$ cat src/rtl/req_arbit_rr.sv
// -----------------------------------------------------------------------------
// req_arbit_rr
//
// Two-class round-robin request arbiter for the switch egress path. PORT_NUM
// ports compete for one shared output FIFO / MAC data path.
//   * Express requests (qbu flag set, ports 0..QBU_PORT_NUM-1 only) always
//     beat normal requests.
//   * Inside a class the winner rotates round-robin; each class keeps its own
//     pointer, so express traffic never disturbs the normal rotation.
//   * A grant is held until i_grant_done; an optional watchdog releases a
//     grant that has been held for TIMEOUT_CYC cycles.
//   * Every grant is followed by one dead cycle, so grants are at least one
//     idle cycle apart.
//
// Optional feature (compile-time macro REQ_ARB_PREEMPT_EN):
//   Adds o_preempt. While a normal-class grant is active and an express
//   request appears, o_preempt rises one cycle later and stays high until the
//   grant ends, telling the data path to fragment the frame.
//
// Handshake: a grant is valid while o_port_vld=1; o_port_ack/o_port_idx/
// o_port_exp are stable for the whole grant. The data path ends the grant with
// a one-cycle i_grant_done pulse; o_port_vld drops on the next clock.
//
// Ports:
//   i_clk            system clock
//   i_rst            asynchronous reset, active low
//   i_port_req       per-port request level, held until granted
//   i_port_qbu_flag  per-port express flag, qualified by i_port_req
//   i_data_ready     1 = downstream FIFO idle and able to take a new frame
//   i_grant_done     one-cycle pulse: granted frame fully transferred
//   o_port_ack       one-hot grant vector, 0 without grant
//   o_port_idx       binary index of the granted port
//   o_port_vld       grant valid
//   o_port_exp       current grant belongs to the express class
//   o_timeout        one-cycle pulse when the watchdog releases a grant
//   o_preempt        (REQ_ARB_PREEMPT_EN only) fragment request for a normal grant
//   dbg_state        current FSM state (0 idle, 1 grant, 2 gap)
// -----------------------------------------------------------------------------
module req_arbit_rr #(
   parameter int PORT_NUM     = 10,
   parameter int QBU_PORT_NUM = 8,
   parameter int IDX_W        = $clog2(PORT_NUM),
   parameter int TIMEOUT_CYC  = 4096
) (
   input  logic                i_clk,
   input  logic                i_rst,
   input  logic [PORT_NUM-1:0] i_port_req,
   input  logic [PORT_NUM-1:0] i_port_qbu_flag,
   input  logic                i_data_ready,
   input  logic                i_grant_done,
   output logic [PORT_NUM-1:0] o_port_ack,
   output logic [IDX_W-1:0]    o_port_idx,
   output logic                o_port_vld,
   output logic                o_port_exp,
   output logic                o_timeout,
`ifdef REQ_ARB_PREEMPT_EN
   output logic                o_preempt,
`endif
   output logic [1:0]          dbg_state
);

   // FSM encoding
   localparam logic [1:0] S_IDLE  = 2'd0;
   localparam logic [1:0] S_GRANT = 2'd1;
   localparam logic [1:0] S_GAP   = 2'd2;

   // Ports at or above QBU_PORT_NUM can never be express.
   localparam logic [PORT_NUM-1:0] QBU_MASK =
      (QBU_PORT_NUM >= PORT_NUM) ? {PORT_NUM{1'b1}} :
                                   PORT_NUM'((64'd1 << QBU_PORT_NUM) - 64'd1);

   // Watchdog counter only needs to reach TIMEOUT_CYC-1.
   localparam int CNT_W = (TIMEOUT_CYC > 1) ? $clog2(TIMEOUT_CYC) : 1;
   localparam logic [CNT_W-1:0] CNT_LAST =
      (TIMEOUT_CYC > 0) ? CNT_W'(TIMEOUT_CYC - 1) : '0;

   // Sum of pointer and offset needs one extra bit before wrapping.
   localparam int SW = IDX_W + 1;

   logic [1:0]          state;
   logic [IDX_W-1:0]    ptr_exp;
   logic [IDX_W-1:0]    ptr_nrm;
   logic [CNT_W-1:0]    wd_cnt;

   logic [PORT_NUM-1:0] exp_req;
   logic [PORT_NUM-1:0] nrm_req;
   logic                any_exp;
   logic                any_req;
   logic [IDX_W-1:0]    pick_exp;
   logic [IDX_W-1:0]    pick_nrm;
   logic [IDX_W-1:0]    win_idx;
   logic [PORT_NUM-1:0] win_onehot;
   logic                timeout_hit;

   // First set bit of vec at or above ptr, wrapping past PORT_NUM-1 to 0.
   // Returns 0 for an empty vector; callers only use it when vec is non-empty.
   function automatic logic [IDX_W-1:0] rr_pick(input logic [PORT_NUM-1:0] vec,
                                                input logic [IDX_W-1:0]    ptr);
      logic [IDX_W-1:0] win;
      logic             found;
      logic [SW-1:0]    pos;
      win   = '0;
      found = 1'b0;
      for (int i = 0; i < PORT_NUM; i++) begin
         pos = {1'b0, ptr} + SW'(i);
         if (pos >= SW'(PORT_NUM))
            pos = pos - SW'(PORT_NUM);
         if (!found && vec[pos[IDX_W-1:0]]) begin
            found = 1'b1;
            win   = pos[IDX_W-1:0];
         end
      end
      return win;
   endfunction

   // Pointer moves to the port after the winner, modulo PORT_NUM.
   function automatic logic [IDX_W-1:0] ptr_after(input logic [IDX_W-1:0] w);
      return (w == IDX_W'(PORT_NUM - 1)) ? '0 : w + IDX_W'(1);
   endfunction

   always_comb begin
      exp_req    = i_port_req & i_port_qbu_flag & QBU_MASK;
      nrm_req    = i_port_req & ~exp_req;
      any_exp    = |exp_req;
      any_req    = |(exp_req | nrm_req);
      pick_exp   = rr_pick(exp_req, ptr_exp);
      pick_nrm   = rr_pick(nrm_req, ptr_nrm);
      win_idx    = any_exp ? pick_exp : pick_nrm;
      win_onehot = {{(PORT_NUM-1){1'b0}}, 1'b1} << win_idx;
   end

   // Watchdog fires on the TIMEOUT_CYC-th held cycle; disabled when 0.
   assign timeout_hit = (TIMEOUT_CYC != 0) && (wd_cnt == CNT_LAST);

   assign dbg_state = state;

   always_ff @(posedge i_clk or negedge i_rst) begin
      if (!i_rst) begin
         state      <= S_IDLE;
         ptr_exp    <= '0;
         ptr_nrm    <= '0;
         wd_cnt     <= '0;
         o_port_ack <= '0;
         o_port_idx <= '0;
         o_port_vld <= 1'b0;
         o_port_exp <= 1'b0;
         o_timeout  <= 1'b0;
      end else begin
         o_timeout <= 1'b0;
         case (state)
            S_IDLE: begin
               if (i_data_ready && any_req) begin
                  state      <= S_GRANT;
                  wd_cnt     <= '0;
                  o_port_vld <= 1'b1;
                  o_port_idx <= win_idx;
                  o_port_ack <= win_onehot;
                  o_port_exp <= any_exp;
                  // Only the winning class advances its rotation.
                  if (any_exp)
                     ptr_exp <= ptr_after(pick_exp);
                  else
                     ptr_nrm <= ptr_after(pick_nrm);
               end
            end

            S_GRANT: begin
               // Requests, flags and ready are deliberately not looked at
               // here: only done or the watchdog can end a grant.
               if (i_grant_done || timeout_hit) begin
                  state      <= S_GAP;
                  o_port_vld <= 1'b0;
                  o_port_idx <= '0;
                  o_port_ack <= '0;
                  o_port_exp <= 1'b0;
                  // Done on the last watchdog cycle still counts as a
                  // normal completion.
                  o_timeout  <= !i_grant_done;
               end else begin
                  wd_cnt <= wd_cnt + CNT_W'(1);
               end
            end

            S_GAP: begin
               state <= S_IDLE;
            end

            default: begin
               state <= S_IDLE;
            end
         endcase
      end
   end

`ifdef REQ_ARB_PREEMPT_EN
   // Sticky for the rest of a normal grant once any express request shows up;
   // cleared on the edge that leaves GRANT.
   always_ff @(posedge i_clk or negedge i_rst) begin
      if (!i_rst) begin
         o_preempt <= 1'b0;
      end else begin
         o_preempt <= (state == S_GRANT) && !(i_grant_done || timeout_hit) &&
                      (o_preempt || (!o_port_exp && any_exp));
      end
   end
`endif

endmodule

$ cat config.mk
export PLATFORM = sky130hd
export DESIGN_NAME = req_arbit_rr
export DESIGN_NICKNAME = d
export VERILOG_FILES = /design/src/rtl/req_arbit_rr.sv
export SDC_FILE = /design/constraint.sdc
export NUM_CORES = 1
export LEC_CHECK = 0
export BUFFER_PORTS_ARGS = -buffer_cell sky130_fd_sc_hd__buf_2
export CAP_MARGIN = 20
export CORE_ASPECT_RATIO = 1.1
export CORE_MARGIN = 5
export CORE_UTILIZATION = 37
export CTS_CLUSTER_DIAMETER = 150
export CTS_CLUSTER_SIZE = 25
export DETAILED_ROUTE_END_ITERATION = 6
export GPL_TIMING_DRIVEN = 0
export HOLD_SLACK_MARGIN = 0.08
export MAX_ROUTING_LAYER = met4
export PLACE_DENSITY_LB_ADDON = 0.1
export SLEW_MARGIN = 25
export SYNTH_ARGS = -nofsm -noshare
export SYNTH_HDL_FRONTEND = slang
export SYNTH_SLANG_ARGS = --single-unit
$ cat constraint.sdc
create_clock -name i_clk -period 5.48 [get_ports i_clk]
set_input_delay 0.274 -clock i_clk [delete_from_list [all_inputs] [get_ports i_clk]]
set_output_delay 0.274 -clock i_clk [all_outputs]
set_load 0.02 [all_outputs]
==> summary.md, run 1 <==
| Metric | Value |
|---|---|
| Final Setup Violations | 0 |
| FMAX | 0.1902 GHz |
| Worst slew pin tran | 1.107 ns |
| Die area | 21960 sq um |
| Synth Net Count | 955 |
| Slew Viols, Final | 0 |
| Synth Instances | 885 |
| Clock Pin Slew Worst Setup and Hold Paths | 0.06 ns |
| Fin crit share | 95.97% |
| Ports | 43 |
| TritonCTS clock tree | done |
| Initial antenna violation count | 0 |
| Clock Root Buffer | clkbuf_16 |
| Syn avg cell area | 7.982 sq um |
| Grt ovf | 0 |
| Top cells by count, synth | nand2_1 (74), a21oi_1 (56), nor2_1 (56) |
| Vias in the first global route | 6947 |
| Cell accounting for the most synthesized area | dfrtp_1 |
| Final wirelength | 23980 microns |
| Post-DR wirelength/cell | 20.27 microns |
| P&R area growth vs syn | 11.87% |
| Ys async rst share | 100.0% |
| TritonCTS buffer count | 5 |
| Fin crit period | 5.259 ns |
| Share of the synthesized area in the top cell type | 13.82% |
| Number of synthesized flops with an enable pin | 0 |
| Unique masters post-synth | 108 |
| Placement Rows | 53 |
| Slew headroom | 25.44% |
| R2r setup slk | 0.22 ns |
| Max-cap violation count | 0 |
| Seq/Total Area, Yosys | 13.82% |
| Slowest stage delay, CP | 0.63 ns |
| Ant. Diodes | 0 |
| Final TNS setup | 0 ns |
| Core area | 18970 sq um |
| Most numerous cell in the Yosys netlist | nand2_1 |
| Final antenna-violating net count | 0 |
| Die H | 154.9 microns |
| Warnings from Yosys | 0 |
| Share of layout cells above drive strength 1 | 19.02% |
| Hold crit path type | in2async |
| Post-synthesis cell area | 7064 sq um |
| Setup crit start kind | register |
| Yosys reg bits | 39 |
| Clock skew | 0.004038 ns |
| RSZ-0062 raised after global routing | no |
| Status | finished, final reports clean |
| Detailed router's first-iteration violation count | 380 |
| Critical Path End Type | register |
| GP Congestion | 0.9046 |
| Synth area leaders | dfrtp_1 (14%), ha_1 (7.8%), mux2i_1 (5.4%), xnor2_1 (4.2%), a21oi_1 (4.0%) |
| Vias/cell | 6.008 |
| Clock buffer depth | 2 |
| WP buf/inv | 5 |
| Die Width | 141.7 microns |
| Critical path's top delay family | compound AO/OA/AOI/OAI gates |
| Skew-Pair Late Insertion Delay | 0.28 ns |
| Initial Utilization | 37.25% |
| Primary FF master, synth | dfrtp_1 |
| Layout net count | 1005 |
| DR pass1 iterations | 5 |
| CP required | 5.65 ns |
| Slowest-stage cell, CP | or4b_1 |
| Final hold violations | 0 |
| Worst-path cell chain | clkbuf_1, clkinvlp_4, ha_1, clkbuf_4, inv_1, clkbuf_4, ha_2, a21boi_2, o21ai_4, mux2i_2, a2111oi_2, a31o_2, or4b_1, a311oi_1, a31oi_2, a21o_1, o41ai_1 |
| Arr. time, crit path | 5.43 ns |
| IO Port Bufs | 40 |
| Kind of critical path | reg2reg |
| HPWL after DPL | 19290 microns |
| DRC | 0 |
| Total GRT Usage | 22.01% |
| H-tree levels | 2 |
| Clk sinks | 39 |
| CP max FO | 11 |
| First-pass GRT wire length | 37930 microns |
| Largest net degree at the start of global routing | 40 |
| Vias | 7108 |
| CP most frequent cell | clkbuf_4 |
worst reg2reg max path, delay by kind of cell (launching register included):
family	cells	cell delay, ns
mux	1	0.29
buf+inv	5	1.14
flops	1	0.50
fa+ha+maj	2	0.65
compound gates	8	1.93
simple gates	1	0.63
cells in the final DEF (no fill, tap or decap), types with 6 or more instances in the layout:
master / n
mux4_2: 7
ha_1: 42
inv_1: 35
buf_2: 47
mux2i_1: 37
and2_1: 8
nor3b_1: 7
o22ai_1: 9
a22o_1: 8
a21oi_1: 55
or3_1: 8
nor2b_1: 20
nand3b_1: 8
a32o_1: 8
a221oi_1: 6
buf_4: 9
a21o_1: 19
a31oi_1: 13
nor2_1: 56
dfrtp_1: 34
o211ai_1: 6
o31a_1: 7
xnor2_1: 34
o21ai_1: 8
a21oi_2: 6
o41ai_1: 6
clkbuf_1: 11
o21ai_0: 52
or3b_2: 6
mux2_2: 14
nand2_1: 74
nand3_1: 29
nor3_1: 24
nand2b_1: 19
a211oi_1: 10
nand4_1: 7
per-layer routing:
layer | GRT usage (%) | wire length (microns)
met5 | - | 0
met2 | 37.69 | 11900
met4 | 7.633 | 854
met1 | 27.21 | 10550
met3 | 1.937 | 669
kinds of logic (layout without fill, tap and decap cells):
family,after synthesis,count (layout),synth area share (%)
AOI/OAI and AO/OA,308,308,32.54
xor gates and xnor gates,41,41,5.296
adders and majority gates,46,46,8.360
buffers and inverters,76,127,4.853
DFF,39,39,13.82
muxes,63,63,11.18
and+or+nand+nor,312,312,23.96
path summary, 6_finish.rpt:
path | from | end | cells past startpoint
min reg2reg | o_port_idx[2]$_DFFE_PN0P_ | o_port_idx[2]$_DFFE_PN0P_ | 1
max | ptr_exp[1]$_DFFE_PN0P_ | o_port_ack[1]$_DFFE_PN0P_ | 17
min in group i_clk | i_grant_done | o_timeout$_DFF_PN0_ | 2
max reg2reg | ptr_exp[1]$_DFFE_PN0P_ | o_port_ack[1]$_DFFE_PN0P_ | 17
max in group asynchronous | i_rst | ptr_nrm[1]$_DFFE_PN0P_ | 1
min | i_rst | o_port_idx[3]$_DFFE_PN0P_ | 1
cell type report:
class	count	area [sq um]
Multi-Input combinational cell	770	5843
Tap cell	247	309.0
Clock inverter	2	35.03
Fill cell	2038	11060
Timing Repair Buffer	46	245.2
Inverter	42	162.7
Buffer	31	186.4
Clock buffer	6	138.9
Sequential cell	39	982.2
timing repair:
| action | 4_1_cts | 5_1_grt |
|---|---|---|
| pin swaps | 1 | 1 |
| buffers inserted | 5 | 1 |
| hold buffers | 0 | 0 |
| resized for setup | 21 | 16 |
| endpoints found under the setup margin | 22 | 18 |
sequential cells by signal, indices dropped and copies added (netlist names):
register	count
o_port_idx	4
ptr_exp	4
wd_cnt	12
ptr_nrm	4
o_port_vld	1
o_port_ack	10
o_timeout	1
dbg_state	2
o_port_exp	1
metrics by stage:
stage | cell area [sq um] | hold slack [ns] | setup WS, ns | std cells | utilization (%)
floorplan | 7064 | -0.02159 | 0.4140 | 885 | -
global route | 7903 | 0.1625 | 0.01008 | 1183 | 41.67
CTS | 7843 | 0.1514 | 0.02689 | 1184 | 41.35
finish | 7903 | 0.1161 | 0.2211 | 1183 | 41.67
detailed placement | 7574 | 0.4508 | -1.058 | 1172 | 39.93
global placement | 7574 | 0.4477 | -1.130 | 1172 | 39.93
Power of run 1 is not shown: default switching activity piles up to over one toggle a cycle in this logic, so the estimate is an artifact.
==> inputs of run 2 (changes only) <==
- MAX_ROUTING_LAYER: met4 -> unset
==> run 2 against run 1 <==
- register-to-register slack barely moved
- clock-buffer cell count did not move
- global-route usage fell by 0.60 points
- highest routed layer unchanged
==> summary.md, run 2 (synthesis results as in run 1) <==
| Metric | Value |
|---|---|
| FMAX | 0.1896 GHz (-0.28%) |
| CP most frequent cell | clkbuf_4 |
| Clk sinks | 39 (unchanged) |
| Reg2reg end | o_port_ack[1]$_DFFE_PN0P_ |
| Largest regs | wd_cnt (12), o_port_ack (10) |
| Initial Utilization | 37.25% (unchanged) |
| Filler cells | 2039 (+0.049%) |
| First-pass GRT wire length | 37950 microns (about the same) |
| Grt ovf | 0 (unchanged) |
| Largest net degree at the start of global routing | 40 (unchanged) |
| Final wirelength | 24000 microns (+0.10%) |
| Max-cap violation count | 0 (unchanged) |
| Die area | 21960 sq um (unchanged) |
| Slowest stage delay, CP | 0.63 ns (about the same) |
| Arr. time, crit path | 5.44 ns (about the same) |
| Clock Root Buffer | clkbuf_16 |
| Slew Viols, Final | 0 (unchanged) |
| R2R cell count | 17 (unchanged) |
| Worst-path cell chain | clkbuf_1, clkinvlp_4, ha_1, clkbuf_4, inv_1, clkbuf_4, ha_2, a21boi_2, o21ai_4, mux2i_2, a2111oi_2, a31o_2, or4b_1, a311oi_1, a31oi_2, a21o_1, o41ai_1 |
| Worst slack, placed | -1.058 ns (unchanged) |
| DRC | 0 (unchanged) |
| Share of layout cells above drive strength 1 | 19.02% (unchanged) |
| Worst Setup Slack, final | 0.2061 ns (-0.01500 ns) |
| R2r setup slk | 0.21 ns (about the same) |
| Total GRT Usage | 21.41% (-0.60 points) |
| Ant. Diodes | 0 (unchanged) |
| TritonCTS clock tree | done |
| Detailed router's first-iteration violation count | 431 (+13%) |
| Vias in the first global route | 6931 (-0.23%) |
| Final antenna-violating net count | 0 (unchanged) |
| Layout net count | 1005 (unchanged) |
| Reg-to-Reg Start | ptr_exp[1]$_DFFE_PN0P_ |
| Kind of critical path | reg2reg |
| Hold_buf cts | 0 (unchanged) |
| CP required | 5.65 ns (about the same) |
| Hold crit path type | in2async |
| Util after Layout | 41.71% (+0.046 points) |
| Critical path origin | ptr_exp[1]$_DFFE_PN0P_ |
| Final TNS setup | 0 ns (unchanged) |
| Clock Pin Slew Worst Setup and Hold Paths | 0.06 ns (about the same) |
| HPWL after DPL | 19290 microns (unchanged) |
| Slew headroom | 26.14% (+0.70 points) |
| Worst slew pin tran | 1.096 ns (-0.01043 ns) |
| Setup crit start kind | register |
| IO Port Bufs | 40 (unchanged) |
| Ports | 43 (unchanged) |
| Max reg flops | 12 (unchanged) |
| Status | finished, final reports clean |
| GP Congestion | 0.8896 (-1.7%) |
| Clock buffer depth | 2 (unchanged) |
| Clock skew | 0.003616 ns (-0.0004223 ns) |
| DR pass1 iterations | 5 (unchanged) |
| Worst hold margin | 0.1188 ns (+0.002716 ns) |
| Post-DR wirelength/cell | 20.29 microns (+0.10%) |
| Fin crit share | 96.24% (+0.27 points) |
| Slowest-stage cell, CP | or4b_1 |
| Vias | 7090 (-0.25%) |
| H-tree levels | 2 (unchanged) |
| TritonCTS buffer count | 5 (unchanged) |
| Placement Rows | 53 (unchanged) |
| Skew-Pair Late Insertion Delay | 0.28 ns (about the same) |
| Final Setup Violations | 0 (unchanged) |
| Fin crit period | 5.274 ns (+0.01499 ns) |
| Commonest non-fill, non-tap cell in the layout | nand2_1 |
| Worst Setup EP | o_port_ack[1]$_DFFE_PN0P_ |
| Largest Register | wd_cnt |
| Die H | 154.9 microns (unchanged) |
| Critical Path End Type | register |
| CP max FO | 11 (unchanged) |
| P&R area growth vs syn | 11.99% |
| Most frequent cells in the layout | nand2_1 (74), nor2_1 (56), a21oi_1 (55) |
| Die Width | 141.7 microns (unchanged) |
| Final hold violations | 0 (unchanged) |
| Vias/cell | 5.993 (-0.25%) |
| Core area | 18970 sq um (unchanged) |
| Initial antenna violation count | 0 (unchanged) |
[run 2: cell type report]
class                   count  area, sq um  share of cell area, %
multi-input cells         770         5852                  73.97
plain buffers              31        186.4                  2.356
repair buffers             46        245.2                  3.100
clock inverters             2        35.03                 0.4428
well taps                 247        309.0                  3.906
flip-flops and latches     39        982.2                  12.41
inverters                  42        162.7                  2.056
clock buffers               6        138.9                  1.755
[run 2: critical path: cells and delay by family, from the launching register on]
kind / cells / cell delay (ns)
AO/OA/AOI/OAI: 8 / 1.92
buffers and inverters: 5 / 1.14
adder cells (fa/ha/maj): 2 / 0.65
AND/OR/NAND/NOR: 1 / 0.63
flip-flops: 1 / 0.50
multiplexers: 1 / 0.30
[run 2: worst min-delay path by stage]
stage                      start                        end  slack [ns]
floorplan                  i_rst   dbg_state[0]$_DFFE_PN0P_       -0.02
finish                     i_rst  o_port_idx[3]$_DFFE_PN0P_        0.12
CTS                        i_rst  o_port_idx[3]$_DFFE_PN0P_        0.15
global route        i_grant_done        o_timeout$_DFF_PN0_        0.16
global placement           i_rst  o_port_idx[3]$_DFFE_PN0P_        0.45
detailed placement         i_rst  o_port_idx[3]$_DFFE_PN0P_        0.45
[run 2: per-stage QoR]
stage	instance area [sq um]	cells
detailed placement	7574	1172
CTS	7843	1184
floorplan	7064	885
global route	7911	1183
finish	7911	1183
global placement	7574	1172
[run 2: metal layers]
metal,share of wire [%],global-route usage (%)
met5,0,0
met4,3.3,7.633
met3,3.5,1.998
met2,50,37.71
met1,43,27.19
[run 2: what timing repair did]
item,4_1_cts,5_1_grt
gates cloned,0,0
resized for setup,21,17
endpoints found under the setup margin,22,18
setup buffers,5,1
pin swaps,1,1
Power of run 2 is left out for the same reason.
